### config.mk
export PLATFORM = sky130hd
export DESIGN_NAME = transposicao_matriz_serial
export DESIGN_NICKNAME = d
export VERILOG_FILES = /design/src/rtl/transposicao_matriz_serial.sv
export SDC_FILE = /design/constraint.sdc
export NUM_CORES = 1
export LEC_CHECK = 0
export ABC_AREA = 1
export BUFFER_PORTS_ARGS = -buffer_cell sky130_fd_sc_hd__clkbuf_2
export CORE_MARGIN = 10
export CORE_UTILIZATION = 42
export CTS_CLUSTER_DIAMETER = 120
export DETAILED_ROUTE_END_ITERATION = 12
export GPL_TIMING_DRIVEN = 0
export PLACE_DENSITY = 0.69
export REMOVE_ABC_BUFFERS = 1
export SLEW_MARGIN = 20
export SYNTH_ARGS = -nofsm -noshare
export SYNTH_HDL_FRONTEND = slang
export SYNTH_SLANG_ARGS = --single-unit
export TNS_END_PERCENT = 50
### constraint.sdc
create_clock -name clk -period 10.65 [get_ports clk]
set_input_delay 2.13 -clock clk [delete_from_list [all_inputs] [get_ports clk]]
set_output_delay 2.13 -clock clk [all_outputs]
set_load 0.02 [all_outputs]
### src/rtl/transposicao_matriz_serial.sv
// Streaming NxN matrix buffer: loads one element per cycle in row-major order,
// then drains the whole frame either transposed (column-major) or unchanged.
module transposicao_matriz_serial #(
    parameter int N    = 5,
    parameter int W    = 8,
    parameter int FC_W = 16
) (
    input  logic            clk,
    input  logic            reset,
    input  logic            mode,
    input  logic            in_valid,
    output logic            in_ready,
    input  logic [W-1:0]    in_data,
    output logic            out_valid,
    input  logic            out_ready,
    output logic [W-1:0]    out_data,
    output logic            out_last,
    output logic [FC_W-1:0] frames_done
);

    localparam int IW = (N > 1) ? $clog2(N) : 1;
    localparam logic [IW-1:0] IDX_MAX = IW'(N - 1);

    typedef enum logic {
        S_LOAD,
        S_DRAIN
    } state_t;

    state_t          state_q, state_d;
    logic [IW-1:0]   wr_r_q, wr_r_d, wr_c_q, wr_c_d;
    logic [IW-1:0]   rd_r_q, rd_r_d, rd_c_q, rd_c_d;
    logic            mode_q, mode_d;
    logic [FC_W-1:0] frames_q, frames_d;
    logic [W-1:0]    mem_q [N][N];

    logic            in_fire;
    logic            out_fire;
    logic            wr_at_end;
    logic            rd_at_end;
    logic [W-1:0]    rd_elem;

    assign in_fire   = in_valid && (state_q == S_LOAD);
    assign out_fire  = out_ready && (state_q == S_DRAIN);
    assign wr_at_end = (wr_r_q == IDX_MAX) && (wr_c_q == IDX_MAX);
    assign rd_at_end = (rd_r_q == IDX_MAX) && (rd_c_q == IDX_MAX);

    // Transpose is a read-side index swap; storage is always row-major.
    assign rd_elem = mode_q ? mem_q[rd_c_q][rd_r_q] : mem_q[rd_r_q][rd_c_q];

    // Handshake outputs depend only on state and reset, never on the partner's valid/ready.
    assign in_ready    = !reset && (state_q == S_LOAD);
    assign out_valid   = !reset && (state_q == S_DRAIN);
    assign out_data    = out_valid ? rd_elem : '0;
    assign out_last    = out_valid && rd_at_end;
    assign frames_done = frames_q;

    // NOTE: every variable gets a default at the top of always_comb so no path
    // leaves it unassigned; that is what keeps this block from inferring latches.
    always_comb begin
        state_d  = state_q;
        wr_r_d   = wr_r_q;
        wr_c_d   = wr_c_q;
        rd_r_d   = rd_r_q;
        rd_c_d   = rd_c_q;
        mode_d   = mode_q;
        frames_d = frames_q;

        case (state_q)
            S_LOAD: begin
                if (in_fire) begin
                    if ((wr_r_q == '0) && (wr_c_q == '0)) begin
                        mode_d = mode;
                    end
                    if (wr_at_end) begin
                        wr_r_d  = '0;
                        wr_c_d  = '0;
                        state_d = S_DRAIN;
                    end else if (wr_c_q == IDX_MAX) begin
                        wr_c_d = '0;
                        wr_r_d = wr_r_q + IW'(1);
                    end else begin
                        wr_c_d = wr_c_q + IW'(1);
                    end
                end
            end
            S_DRAIN: begin
                if (out_fire) begin
                    if (rd_at_end) begin
                        rd_r_d   = '0;
                        rd_c_d   = '0;
                        frames_d = frames_q + FC_W'(1);
                        state_d  = S_LOAD;
                    end else if (rd_c_q == IDX_MAX) begin
                        rd_c_d = '0;
                        rd_r_d = rd_r_q + IW'(1);
                    end else begin
                        rd_c_d = rd_c_q + IW'(1);
                    end
                end
            end
            default: state_d = S_LOAD;
        endcase
    end

    // NOTE: sequential state uses non-blocking assignments so every register
    // samples pre-edge values, independent of statement order.
    always_ff @(posedge clk or posedge reset) begin
        if (reset) begin
            state_q  <= S_LOAD;
            wr_r_q   <= '0;
            wr_c_q   <= '0;
            rd_r_q   <= '0;
            rd_c_q   <= '0;
            mode_q   <= 1'b0;
            frames_q <= '0;
        end else begin
            state_q  <= state_d;
            wr_r_q   <= wr_r_d;
            wr_c_q   <= wr_c_d;
            rd_r_q   <= rd_r_d;
            rd_c_q   <= rd_c_d;
            mode_q   <= mode_d;
            frames_q <= frames_d;
        end
    end

    // NOTE: the element array is reset explicitly so a frame cut short by reset
    // can never leak stale data; it costs a reset net on every storage flop.
    always_ff @(posedge clk or posedge reset) begin
        if (reset) begin
            for (int r = 0; r < N; r++) begin
                for (int c = 0; c < N; c++) begin
                    mem_q[r][c] <= '0;
                end
            end
        end else if (in_fire) begin
            mem_q[wr_r_q][wr_c_q] <= in_data;
        end
    end

endmodule

After elaboration in Yosys (flattened, before gate mapping)
Index checks and enable logic that the tools add are counted.
W data, S select, Z words.
{"block": "op_classes", "n_lt_le_gt_ge": 6, "n_addsub": 5, "eq_ne": 4, "bitwise": 5, "mux": 32, "reduce_logical": 21}
{"op": "$bmux W40 S3", "count": 2}
{"op": "$bwmux W200", "count": 1}
{"op": "$mux W40", "count": 5}
{"op": "$demux W40 S3", "count": 1}
{"op": "$mux W8", "count": 7}
{"op": "$bmux W8 S3", "count": 2}
{"op": "$demux W8 S3", "count": 1}
{"op": "$mux W3", "count": 8}
{"op": "$add A16 B1 Y16 const B", "count": 1}
{"op": "$ge A4 B4 Y1 const B", "count": 4}
{"op": "$not A3 Y4", "count": 4}
{"op": "$add A3 B1 Y3 const B", "count": 4}
{"op": "$eq A3 B3 Y1 const B", "count": 4}
{"op": "$reduce_and A3 Y1", "count": 4}
{"op": "$logic_and A1 B1 Y1", "count": 10}
{"op": "$lt A4 B1 Y1 const B", "count": 2}
{"op": "$logic_not A3 Y1", "count": 2}
{"op": "$mux W1", "count": 4}
{"op": "$reduce_and A2 Y1", "count": 2}
{"op": "$reduce_bool A2 Y1", "count": 2}
{"op": "$pmux W1 S2", "count": 1}
{"op": "$logic_not A1 Y1", "count": 1}
{"op": "$not A1 Y1", "count": 1}
{"block": "word_totals", "out_inout_bits": 27, "regBits": 230, "in_bits": 13, "wordCells": 105}

Depth between registers and ports, before layout
Gate-level depths: netlist of the first run.
{"block": "logic_depth", "depth_word": 9, "ltp_mapped": 16, "depth_no_buf": 13}

Worst setup path after synthesis of the first run
Ideal clock, no wire load.
{"block": "synth_path", "kind": "in2out", "startpoint": "in reset", "endpoint": "out out_data[0]", "path_stages": 3, "t_arrival_ps": 3074, "n_path_buf": 0, "required_ps": 8520, "path_slack_ps": 5446, "path_cell_list": "nor2_1 -> nand2_1 -> nor2_1"}
{"block": "synth_between", "elab_chain_len": 3}
{"element": "from (decl)", "line_no": "9", "text": "input logic reset,"}
{"element": "$logic_not A1 Y1 (no line)"}
{"element": "$logic_and A1 B1 Y1", "line_no": "52", "text": "assign out_valid = !reset && (state_q == S_DRAIN);"}
{"element": "$mux W8", "line_no": "53", "text": "assign out_data = out_valid ? rd_elem : '0;"}
{"element": "to (decl)", "line_no": "16", "text": "output logic [W-1:0] out_data,"}
Every way passes these cells.

Worst setup path after layout of the first run
{"block": "layout_path", "startpoint": "reg rd_r_q[1]", "endpoint": "out out_data[1]"}
{"block": "layout_between", "elab_chain_len": 9, "elab_cells_between_ends": 12, "cone_classes": "11 x mux; 1 x bitwise"}
{"element": "from (decl)", "line_no": "31", "text": "logic [IW-1:0] rd_r_q, rd_r_d, rd_c_q, rd_c_d;"}
{"element": "from (signal assigned)", "line_no": "120", "text": "rd_r_q <= rd_r_d;"}
{"element": "$not A3 Y4 (not written as such) *", "line_no": "48", "text": "assign rd_elem = mode_q ? mem_q[rd_c_q][rd_r_q] : mem_q[rd_r_q][rd_c_q];"}
{"element": "$bmux W40 S3", "line_no": "48"}
{"element": "$mux W40 (not written as such) (2 in series)", "line_no": "48"}
{"element": "$bmux W8 S3", "line_no": "48"}
{"element": "$mux W8 (not written as such) (2 in series)", "line_no": "48"}
{"element": "$mux W8 *", "line_no": "48"}
{"element": "$mux W8 *", "line_no": "53"}
Every way passes the cells marked *; elsewhere a longest branch is shown, timed or not. The select of a mux whose other input is x is not followed.

==> results of run 1 <==
-- Yosys cell counts (7+ instances only) --
| cell | number | area (µm²) |
|---|---|---|
| a21oi_1 | 50 | 250 |
| xor2_1 | 9 | 78.8 |
| dfrtp_1 | 230 | 5760 |
| nand4_1 | 13 | 81.3 |
| nand2_1 | 665 | 2500 |
| inv_1 | 91 | 342 |
| a311oi_1 | 8 | 70.1 |
| ha_1 | 9 | 113 |
| buf_2 | 52 | 260 |
| buf_4 | 7 | 52.6 |
| o21ai_1 | 13 | 65.1 |
| nand3_1 | 170 | 851 |
| clkbuf_1 | 43 | 161 |
| o211ai_1 | 14 | 105 |
| o21ai_0 | 238 | 1190 |
| or2_2 | 8 | 50.1 |
| nor2_1 | 71 | 267 |
-- critical path: cells and delay by family (launching register included) --
family        cells  cell delay, ps
buf+inv           3            1390
simple gates      7            1380
flops             1            1110
-- routing by layer --
layer | part of all wire | vias to the layer above | track usage
li1 | - | 5665 | -
met1 | 0.42 | 5626 | 0.257
met2 | 0.47 | 480 | 0.331
met3 | 0.087 | 77 | 0.0351
met4 | 0.028 | 0 | 0.0602
met5 | 0 | - | 0
-- stage by stage --
step / util / power [µW]
2_1_floorplan: - / 2380
4_1_cts: 0.468 / 3880
6_report: 0.469 / 3920
3_5_place_dp: 0.439 / 2980
3_3_place_gp: 0.432 / 2900
5_1_grt: 0.469 / 4190
-- cell families after synthesis --
group / after synthesis / synth area share
DFF: 230 / 0.453
adders and majority gates: 9 / 0.00886
buffers and inverters: 211 / 0.0732
xor gates and xnor gates: 15 / 0.0103
and+or+nand+nor: 959 / 0.316
AOI/OAI and AO/OA: 333 / 0.138
-- report_power, final --
group	internal (µW)	total (µW)	switching (µW)
Combinational	522	1590	1070
Sequential	1120	1430	312
Clock	533	896	363
Total	2170	3920	1740
-- how the worst min path moves through the flow --
stage | endpoint | slack (ps) | from
global placement | frames_done[15] | 460 | frames_done[15]
finish | frames_done[15] | 470 | frames_done[15]
floorplan | mem_q[141] | 450 | mem_q[141]
detailed placement | frames_done[15] | 460 | frames_done[15]
CTS | frames_done[15] | 480 | frames_done[15]
global route | frames_done[15] | 490 | frames_done[15]
-- layout make-up --
type / count / share of cell area
multi-input combinational: 1316 / 0.433
sequential: 230 / 0.414
clock buffer: 41 / 0.0573
tap: 390 / 0.0350
timing repair buffer: 47 / 0.0298
inverter: 100 / 0.0279
clock inverter: 4 / 0.00323
-- sequential cells by signal (all words and copies together), names as in the netlist --
name	count
mem_q	200
frames_done	16
rd_c_q	3
rd_r_q	3
wr_c_q	3
wr_r_q	3
mode_q	1
state_q	1
==> flow_metrics.py, run 1 <==
metrics = {
    "setup_path": {
        "path_class": "flip-flop to primary output",
        "cp-endpoint": "out_data[1]",
        "worstReg2RegEnd": "frames_done[15]",
        "r2r_start": "rd_r_q[1]",
        "r2r_slack_ps": 7260,
        "cpPeakStageDelay_ps": 1110,
        "crit_slowest_cell": "dfrtp_1",
        "startpoint": "rd_r_q[1]",
        "end_kind": "primary output",
        "worstPathMaxFanout": 23,
        "worstPathRequired_ps": 8520,
        "r2r_cells": 11,
        "crit_chain": "clkinv_2 -> buf_16 -> nor2_1 -> nand3_1 -> nand2_1 -> nand2_1 -> nand2_1 -> nand2_1 -> nor2_1 -> clkbuf_2",
        "critPathArrivalTime_ps": 4430,
        "critPathLaunchType": "flip-flop",
        "crit_top_cell": "nand2_1",
    },
    "layout": {
        "final_common_cell": "nand2_1",
        "nets": 1744,
        "multi_input_area_um2": 6030,
        "regArea_um2": 5760,
        "stdcell_area_um2": 13900,
        "diodes": 0,
        "fillers": 2894,
        "area_growth_pct": 9.57,
        "drive_gt1_frac": 0.0719,
        "final_cell_mix": "664 x nand2_1, 238 x o21ai_0, 227 x dfrtp_1",
        "fin_cells": 2128,
    },
    "hold_path": {
        "hp-class": "flip-flop to flip-flop",
        "hold-path-cell-count": 1,
    },
    "clock_network": {
        "cts_max_path_buffers": 3,
        "h-tree-depth": 1,
        "cts-resized-gates": 0,
        "post_cts_buffers": 0,
        "cts_buffers": 27,
        "tritoncts": "yes",
        "clkSinkCount": 230,
        "ctsHoldBuffers": 0,
        "clk_pin_slew_ps": 60,
        "clk_latency_ps": 540,
        "cts_root_buf": "clkbuf_16",
    },
    "pwr": {
        "ir_drop_mv": 0.185,
        "p_leak_uw": 0.00659,
        "power_density_nw_per_um2": 281,
    },
    "floorplan": {
        "rows": 63,
        "core_area_um2": 29700,
        "initial_core_util": 0.428,
        "die_x_um": 194,
        "io_pins": 40,
        "die-area_um2": 37600,
        "die-height_um": 194,
    },
    "timing": {
        "fin_skew_ps": 9.13,
        "clock.fmax_mhz": 152,
        "maxSlewHeadroom": 0.230,
        "hold_viol_final": 0,
        "timing.hold.ws_ps": 471,
        "slew_violations": 0,
        "rsz0062_at_grt": "false",
        "post-route-period-util": 0.616,
        "worstMarginPinSlew_ps": 1150,
        "finalWorstSetupSlack_ps": 4090,
        "min_period_ps": 6560,
        "setup_violations": 0,
        "fin_setup_tns_ps": 0,
    },
    "detailed_routing": {
        "ant_nets": 0,
        "post_drt_wl_per_cell_um": 18.1,
        "routed_wirelength_um": 38400,
        "drcViolationCount": 0,
        "vias_per_cell": 5.57,
        "num_vias": 11800,
        "dr.pass1.iters": 5,
        "drt_iter0_drc": 1246,
    },
    "grt": {
        "grt_pass1_vias": 11500,
        "antenna_found_initial": 0,
        "grt-ovfl-total": 0,
        "grt_max_degree": 105,
        "grt_usage": 0.199,
        "grt_first_pass_wirelength_um": 62100,
    },
    "placed_design": {
        "port_buffers": 39,
        "dp.cells": 2082,
        "dp_hpwl_um": 23500,
        "dp_slack_ps": 4840,
        "dpl_cell_area_um2": 13100,
        "routabilityCongestion": 0.849,
    },
    "logic_synthesis": {
        "synth_edf_count": 0,
        "synth-main-ff-cell": "dfrtp_1",
        "yosys_warnings": 0,
        "netlist_instances": 1757,
        "avgSynthCellArea_um2": 7.23,
        "synth.distinct_cells": 36,
        "synthesis.area_um2": 12700,
        "ys_ff_latch": 230,
        "synthArstFlopShare": 1.00,
        "ys_seq_area_frac": 0.453,
    },
    "run_status": {
        "run_status": "completed",
    },
    "flow_run": {
        "cap_violations": 0,
    },
}
Power figures use the tool's default switching activity.
==> run 2, diff against run 1 <==
--- a/config.mk
+++ b/config.mk
@@ -12,7 +12,7 @@
 export CTS_CLUSTER_DIAMETER = 120
 export DETAILED_ROUTE_END_ITERATION = 12
 export GPL_TIMING_DRIVEN = 0
-export PLACE_DENSITY = 0.69
+export PLACE_DENSITY = 0.71
 export REMOVE_ABC_BUFFERS = 1
 export SLEW_MARGIN = 20
 export SYNTH_ARGS = -nofsm -noshare
==> constraint.sdc (replaced) <==
create_clock -name clk -period 5.77 [get_ports clk]
set_input_delay 1.154 -clock clk [delete_from_list [all_inputs] [get_ports clk]]
set_output_delay 1.154 -clock clk [all_outputs]
set_load 0.02 [all_outputs]
==> run 2 against run 1 <==
  * Sequential power grew 86%
  * Flip-flop and latch count did not move
  * Worst setup slack got worse by 3800 ps
  * Highest routed layer unchanged
  * Clock power rose by 100%
  * Die area unchanged
  * Non-clock buffer count unchanged
  * Global-route usage increased by 0.23 points
==> flow_metrics.py, run 2 (synthesis results as in run 1) <==
metrics = {
    "run_status": {
        "run_status": "completed",
    },
    "layout": {
        "fillers": 2884,
        "diodes": 0,
        "final_common_cell": "nand2_1",
        "fin_cells": 2131,
        "nets": 1743,
        "final_core_util": 0.471,
        "drive_gt1_frac": 0.0775,
        "final_cell_mix": "664 x nand2_1, 238 x o21ai_0, 226 x dfrtp_1",
        "largest_reg_flops": 200,
        "top_register": "mem_q",
        "area_growth_pct": 10.1,
    },
    "pwr": {
        "power_density_nw_per_um2": 528,
        "p_clk_frac": 0.244,
        "internal_power_uw": 4110,
        "seqPwrFrac": 0.359,
        "p_leak_uw": 0.00662,
        "p_switching_uw": 3280,
        "pwr-share-comb": 0.396,
        "ir_drop_mv": 0.265,
        "switching_share": 0.444,
    },
    "clock_network": {
        "clkSinkCount": 230,
        "tritoncts": "yes",
        "post_cts_buffers": 0,
        "cts_max_path_buffers": 3,
        "ctsHoldBuffers": 0,
        "clk_latency_ps": 540,
        "clk_pin_slew_ps": 60,
        "cts_root_buf": "clkbuf_16",
        "cts_buffers": 26,
        "h-tree-depth": 1,
        "cts-resized-gates": 0,
    },
    "timing": {
        "finalWorstSetupSlack_ps": 320,
        "rsz0062_at_grt": "false",
        "min_period_ps": 5450,
        "clock.fmax_mhz": 183,
        "worstMarginPinSlew_ps": 1230,
        "slew_violations": 0,
        "post-route-period-util": 0.945,
        "fin_skew_ps": 10.4,
        "hold_viol_final": 0,
        "setup_violations": 0,
        "maxSlewHeadroom": 0.183,
    },
    "setup_path": {
        "path_class": "flip-flop to primary output",
        "critPathBufInv": 4,
        "crit_chain": "buf_12 -> inv_6 -> nand2_2 -> buf_16 -> nand2_1 -> nand2_1 -> nand3_1 -> nand2_1 -> nand2_1 -> nand2_1 -> nand2_1 -> nand2_1 -> nand2_1 -> nand2_1 -> nor2_1 -> clkbuf_2",
        "critPathArrivalTime_ps": 4300,
        "critPathLaunchType": "flip-flop",
        "crit_family": "simple AND/OR/NAND/NOR gates",
        "cpPeakStageDelay_ps": 770,
        "crit_slowest_cell": "dfrtp_4",
        "end_kind": "primary output",
        "worstPathMaxFanout": 65,
        "crit_top_cell": "nand2_1",
        "worstPathRequired_ps": 4620,
    },
    "floorplan": {
        "initial_core_util": 0.428,
        "core_area_um2": 29700,
        "die_x_um": 194,
        "rows": 63,
        "io_pins": 40,
        "die-area_um2": 37600,
        "die-height_um": 194,
    },
    "flow_run": {
        "cap_violations": 0,
    },
    "detailed_routing": {
        "ant_nets": 0,
        "routed_wirelength_um": 39000,
        "num_vias": 12000,
        "dr.pass1.iters": 7,
        "drcViolationCount": 0,
        "vias_per_cell": 5.63,
        "drt_iter0_drc": 1498,
        "post_drt_wl_per_cell_um": 18.3,
    },
    "hold_path": {
        "hp-class": "flip-flop to flip-flop",
    },
    "grt": {
        "antenna_found_initial": 0,
        "grt_first_pass_wirelength_um": 62500,
        "grt-ovfl-total": 0,
        "grt_max_degree": 89,
        "grt_usage": 0.201,
        "grt_pass1_vias": 11500,
    },
    "placed_design": {
        "routabilityCongestion": 0.899,
        "port_buffers": 39,
        "dp_slack_ps": 791,
        "dp.cells": 2082,
        "dp_hpwl_um": 23700,
    },
}
-- run 2: cell count changes in the layout (fill, tap and decap cells not counted), moves of 2 or more --
cell and delta:
buf_12 +4, buf_16 -4, bufinv_16 +4, clkbuf_1 -6, clkbuf_8 -3, clkinv_2 +6
clkinvlp_4 +2
-- run 2: final timing paths --
path / from / endpoint / slack, ps / cells after the start
min: frames_done[15] / frames_done[15] / 480 / 1
max: rd_r_q[0] / out_data[1] / 320 / 16
min reg2reg: frames_done[15] / frames_done[15] / 480 / 1
min in group asynchronous: reset / frames_done[2] / 710 / 2
max in group asynchronous: reset / mem_q[159] / 3870 / 4
max reg2reg: rd_r_q[0] / frames_done[15] / 2480 / 12
-- run 2: layer usage --
metal / GRT usage / vias to the layer above / wire length [µm]
li1: - / 5652 / -
met2: 0.308 / 550 / 17300
met1: 0.274 / 5675 / 17000
met4: 0.0849 / 0 / 1520
met5: 0 / - / 0
met3: 0.0344 / 116 / 3270
-- run 2: final cells by class --
cell class | count | area, µm² | share of cell area
timing repair buffer | 47 | 385 | 0.0275
tap | 390 | 488 | 0.0349
multi-input combinational | 1316 | 6030 | 0.430
clock inverter | 17 | 230 | 0.0164
clock buffer | 31 | 709 | 0.0507
inverter | 100 | 393 | 0.0281
sequential | 230 | 5770 | 0.412
-- run 2: worst reg2reg max path, stage by stage, from the launching register on --
cell     delay, ps
dfrtp_4        770
buf_12         310
inv_6          520
ha_1           280
nand2_1         90
nor2_2         190
nand2_2        180
nor2_4         160
nand3_2        130
nor3_4         180
nand2_1        120
nor2_2         110
xor2_1         160
-- run 2: metrics by stage --
| stage | cell area, µm² | hold WS, ps | TNS, ps | power [µW] |
|---|---|---|---|---|
| floorplan | 12200 | 453 | -388370 | 4400 |
| global route | 14000 | 505 | 0 | 7870 |
| detailed placement | 13000 | 471 | 0 | 5480 |
| global placement | 12800 | 463 | -1053310 | 5350 |
| CTS | 14000 | 486 | 0 | 7310 |
| finish | 14000 | 477 | 0 | 7390 |
-- run 2: power groups by stage --
stage | clock network [µW] | logic (µW) | registers, µW
floorplan | 0 | 1880 | 2520
global placement | 0 | 2620 | 2730
detailed placement | 0 | 2830 | 2660
CTS | 1830 | 2850 | 2630
global route | 1890 | 3260 | 2720
finish | 1810 | 2930 | 2660
==> run 3, diff against run 2 <==
--- a/config.mk
+++ b/config.mk
@@ -7,7 +7,7 @@
 export LEC_CHECK = 0
 export ABC_AREA = 1
 export BUFFER_PORTS_ARGS = -buffer_cell sky130_fd_sc_hd__clkbuf_2
-export CORE_MARGIN = 10
+export CORE_MARGIN = 2
 export CORE_UTILIZATION = 42
 export CTS_CLUSTER_DIAMETER = 120
 export DETAILED_ROUTE_END_ITERATION = 12
==> run 3 against run 2 <==
  * Non-clock buffer count is 1 lower
  * First-iteration DRC count is 15% lower
  * Sequential power hardly changed
  * Critical path depth is 7 lower
  * Total power is 0.57% lower
  * Register-to-register slack better by 70 ps
  * Utilization is 0.16 points lower
  * Die area is 16% lower
  * Final cell count hardly changed
  * Wire length is 0.97% lower
  * Clock skew is 5.2 ps higher
  * Combinational power is 1% higher
  * Critical endpoint is now out_data[3]
  * Largest power group unchanged
  * Highest routed layer unchanged
==> flow_metrics.py, run 3 (synthesis results as in run 1) <==
metrics = {
    "run_status": {
        "run_status": "completed",
    },
    "detailed_routing": {
        "num_vias": 12000,
        "post_drt_wl_per_cell_um": 18.1,
        "ant_nets": 0,
        "drt_iter0_drc": 1268,
        "dr.pass1.iters": 6,
        "vias_per_cell": 5.63,
        "drcViolationCount": 0,
        "routed_wirelength_um": 38600,
    },
    "floorplan": {
        "die-height_um": 178,
        "core_area_um2": 29700,
        "die_x_um": 178,
        "io_pins": 40,
        "die-area_um2": 31700,
        "initial_core_util": 0.428,
        "rows": 63,
    },
    "grt": {
        "grt-ovfl-total": 0,
        "antenna_found_initial": 0,
        "grt_max_degree": 103,
        "grt_first_pass_wirelength_um": 61300,
        "grt_pass1_vias": 11400,
        "grtUsageMet3": 0.0418,
        "grt-busiest-layer": "met2",
        "met2_usage": 0.391,
        "met1_usage": 0.335,
        "grt_usage": 0.247,
    },
    "clock_network": {
        "cts_root_buf": "clkbuf_16",
        "clkSinkCount": 230,
        "clk_latency_ps": 560,
        "clk_pin_slew_ps": 60,
        "post_cts_buffers": 0,
        "tritoncts": "yes",
        "h-tree-depth": 1,
        "cts_max_path_buffers": 3,
        "cts_buffers": 26,
    },
    "setup_path": {
        "r2r_cells": 12,
        "cp-endpoint": "out_data[3]",
        "end_kind": "primary output",
        "path_class": "flip-flop to primary output",
        "r2r_start": "rd_c_q[0]",
        "critPathArrivalTime_ps": 4450,
        "critPathLaunchType": "flip-flop",
        "r2r_slack_ps": 2550,
        "worstPathRequired_ps": 4620,
        "worstPathMaxFanout": 26,
        "startpoint": "rd_r_q[2]",
        "worstReg2RegEnd": "frames_done[15]",
    },
    "timing": {
        "rsz0062_at_grt": "false",
        "worstMarginPinSlew_ps": 1190,
        "hold_viol_final": 0,
        "clock.fmax_mhz": 179,
        "setup_violations": 0,
        "min_period_ps": 5600,
        "post-route-period-util": 0.971,
        "maxSlewHeadroom": 0.200,
        "slew_violations": 0,
        "fin_skew_ps": 15.6,
    },
    "flow_run": {
        "cap_violations": 0,
    },
    "hold_path": {
        "hp-class": "flip-flop to flip-flop",
        "hold-path-cell-count": 1,
    },
    "layout": {
        "final_core_util": 0.469,
        "fillers": 2886,
        "top_register": "mem_q",
        "largest_reg_flops": 200,
        "area_growth_pct": 9.77,
        "diodes": 0,
        "nets": 1742,
        "stdcell_area_um2": 14000,
        "final_common_cell": "nand2_1",
        "drive_gt1_frac": 0.0730,
        "final_cell_mix": "664 x nand2_1, 238 x o21ai_0, 227 x dfrtp_1",
    },
    "placed_design": {
        "dpl_cell_area_um2": 13000,
        "routabilityCongestion": 0.873,
        "dp_hpwl_um": 23200,
        "port_buffers": 39,
    },
    "pwr": {
        "ir_drop_mv": 0.324,
        "power_density_nw_per_um2": 527,
        "p_total_uw": 7350,
        "p_leak_uw": 0.00660,
    },
}
[run 3: power breakdown]
part / internal (µW) / total [µW] / leakage [µW] / switching [µW]
logic: 936 / 2970 / 0.00302 / 2030
registers: 2060 / 2630 / 0.00313 / 567
clock network: 1050 / 1750 / 0.000447 / 696
total: 4050 / 7350 / 0.00660 / 3300
[run 3: worst max-delay path, cell delays in order, from the launching register on]
cell and delay [ps]:
dfrtp_1 1010, clkinv_1 1260, nand3_1 520, nand3_1 240
nand2_1 140, nand2_1 50, nand2_1 160, a21oi_1 90
nor2_1 220, clkbuf_2 200
[run 3: worst min-delay path by stage]
stage / start / end / slack (ps)
after floorplan: mem_q[141] / mem_q[141] / 450
after global placement: frames_done[15] / frames_done[15] / 460
after detailed placement: frames_done[15] / frames_done[15] / 460
after CTS: frames_done[15] / frames_done[15] / 470
after global routing: frames_done[15] / frames_done[15] / 490
final: frames_done[15] / frames_done[15] / 470
[run 3: layout make-up]
| cell class | instances | area [µm²] | share of cell area |
|---|---|---|---|
| multi-input combinational | 1316 | 6030 | 0.432 |
| sequential | 230 | 5760 | 0.413 |
| clock buffer | 39 | 769 | 0.0552 |
| tap | 390 | 488 | 0.0350 |
| inverter | 100 | 392 | 0.0281 |
| timing repair buffer | 46 | 380 | 0.0273 |
| clock inverter | 9 | 131 | 0.00942 |
[run 3: per-stage QoR]
stage	TNS, ps	hold WS, ps	cells	setup slack, ps
after floorplan	-388370	453	1646	-1690
after global placement	-1036390	460	2075	-4380
after CTS	0	472	2130	244
after detailed placement	0	456	2082	817
final	0	471	2130	168
after global routing	0	491	2130	12.3
[run 3: layer usage]
layer	vias to the layer above	share of wire	wire length (µm)
li1	5644	-	-
met1	5698	0.42	16300
met2	535	0.45	17400
met3	114	0.087	3370
met4	0	0.039	1520
met5	-	0	0
[run 3: repair_timing]
item / in CTS / in global routing
hold buffers: 0 / 0
hold endpoints to repair: 0 / 0
resized for setup: 0 / 1
endpoints found under the setup margin: 0 / 2
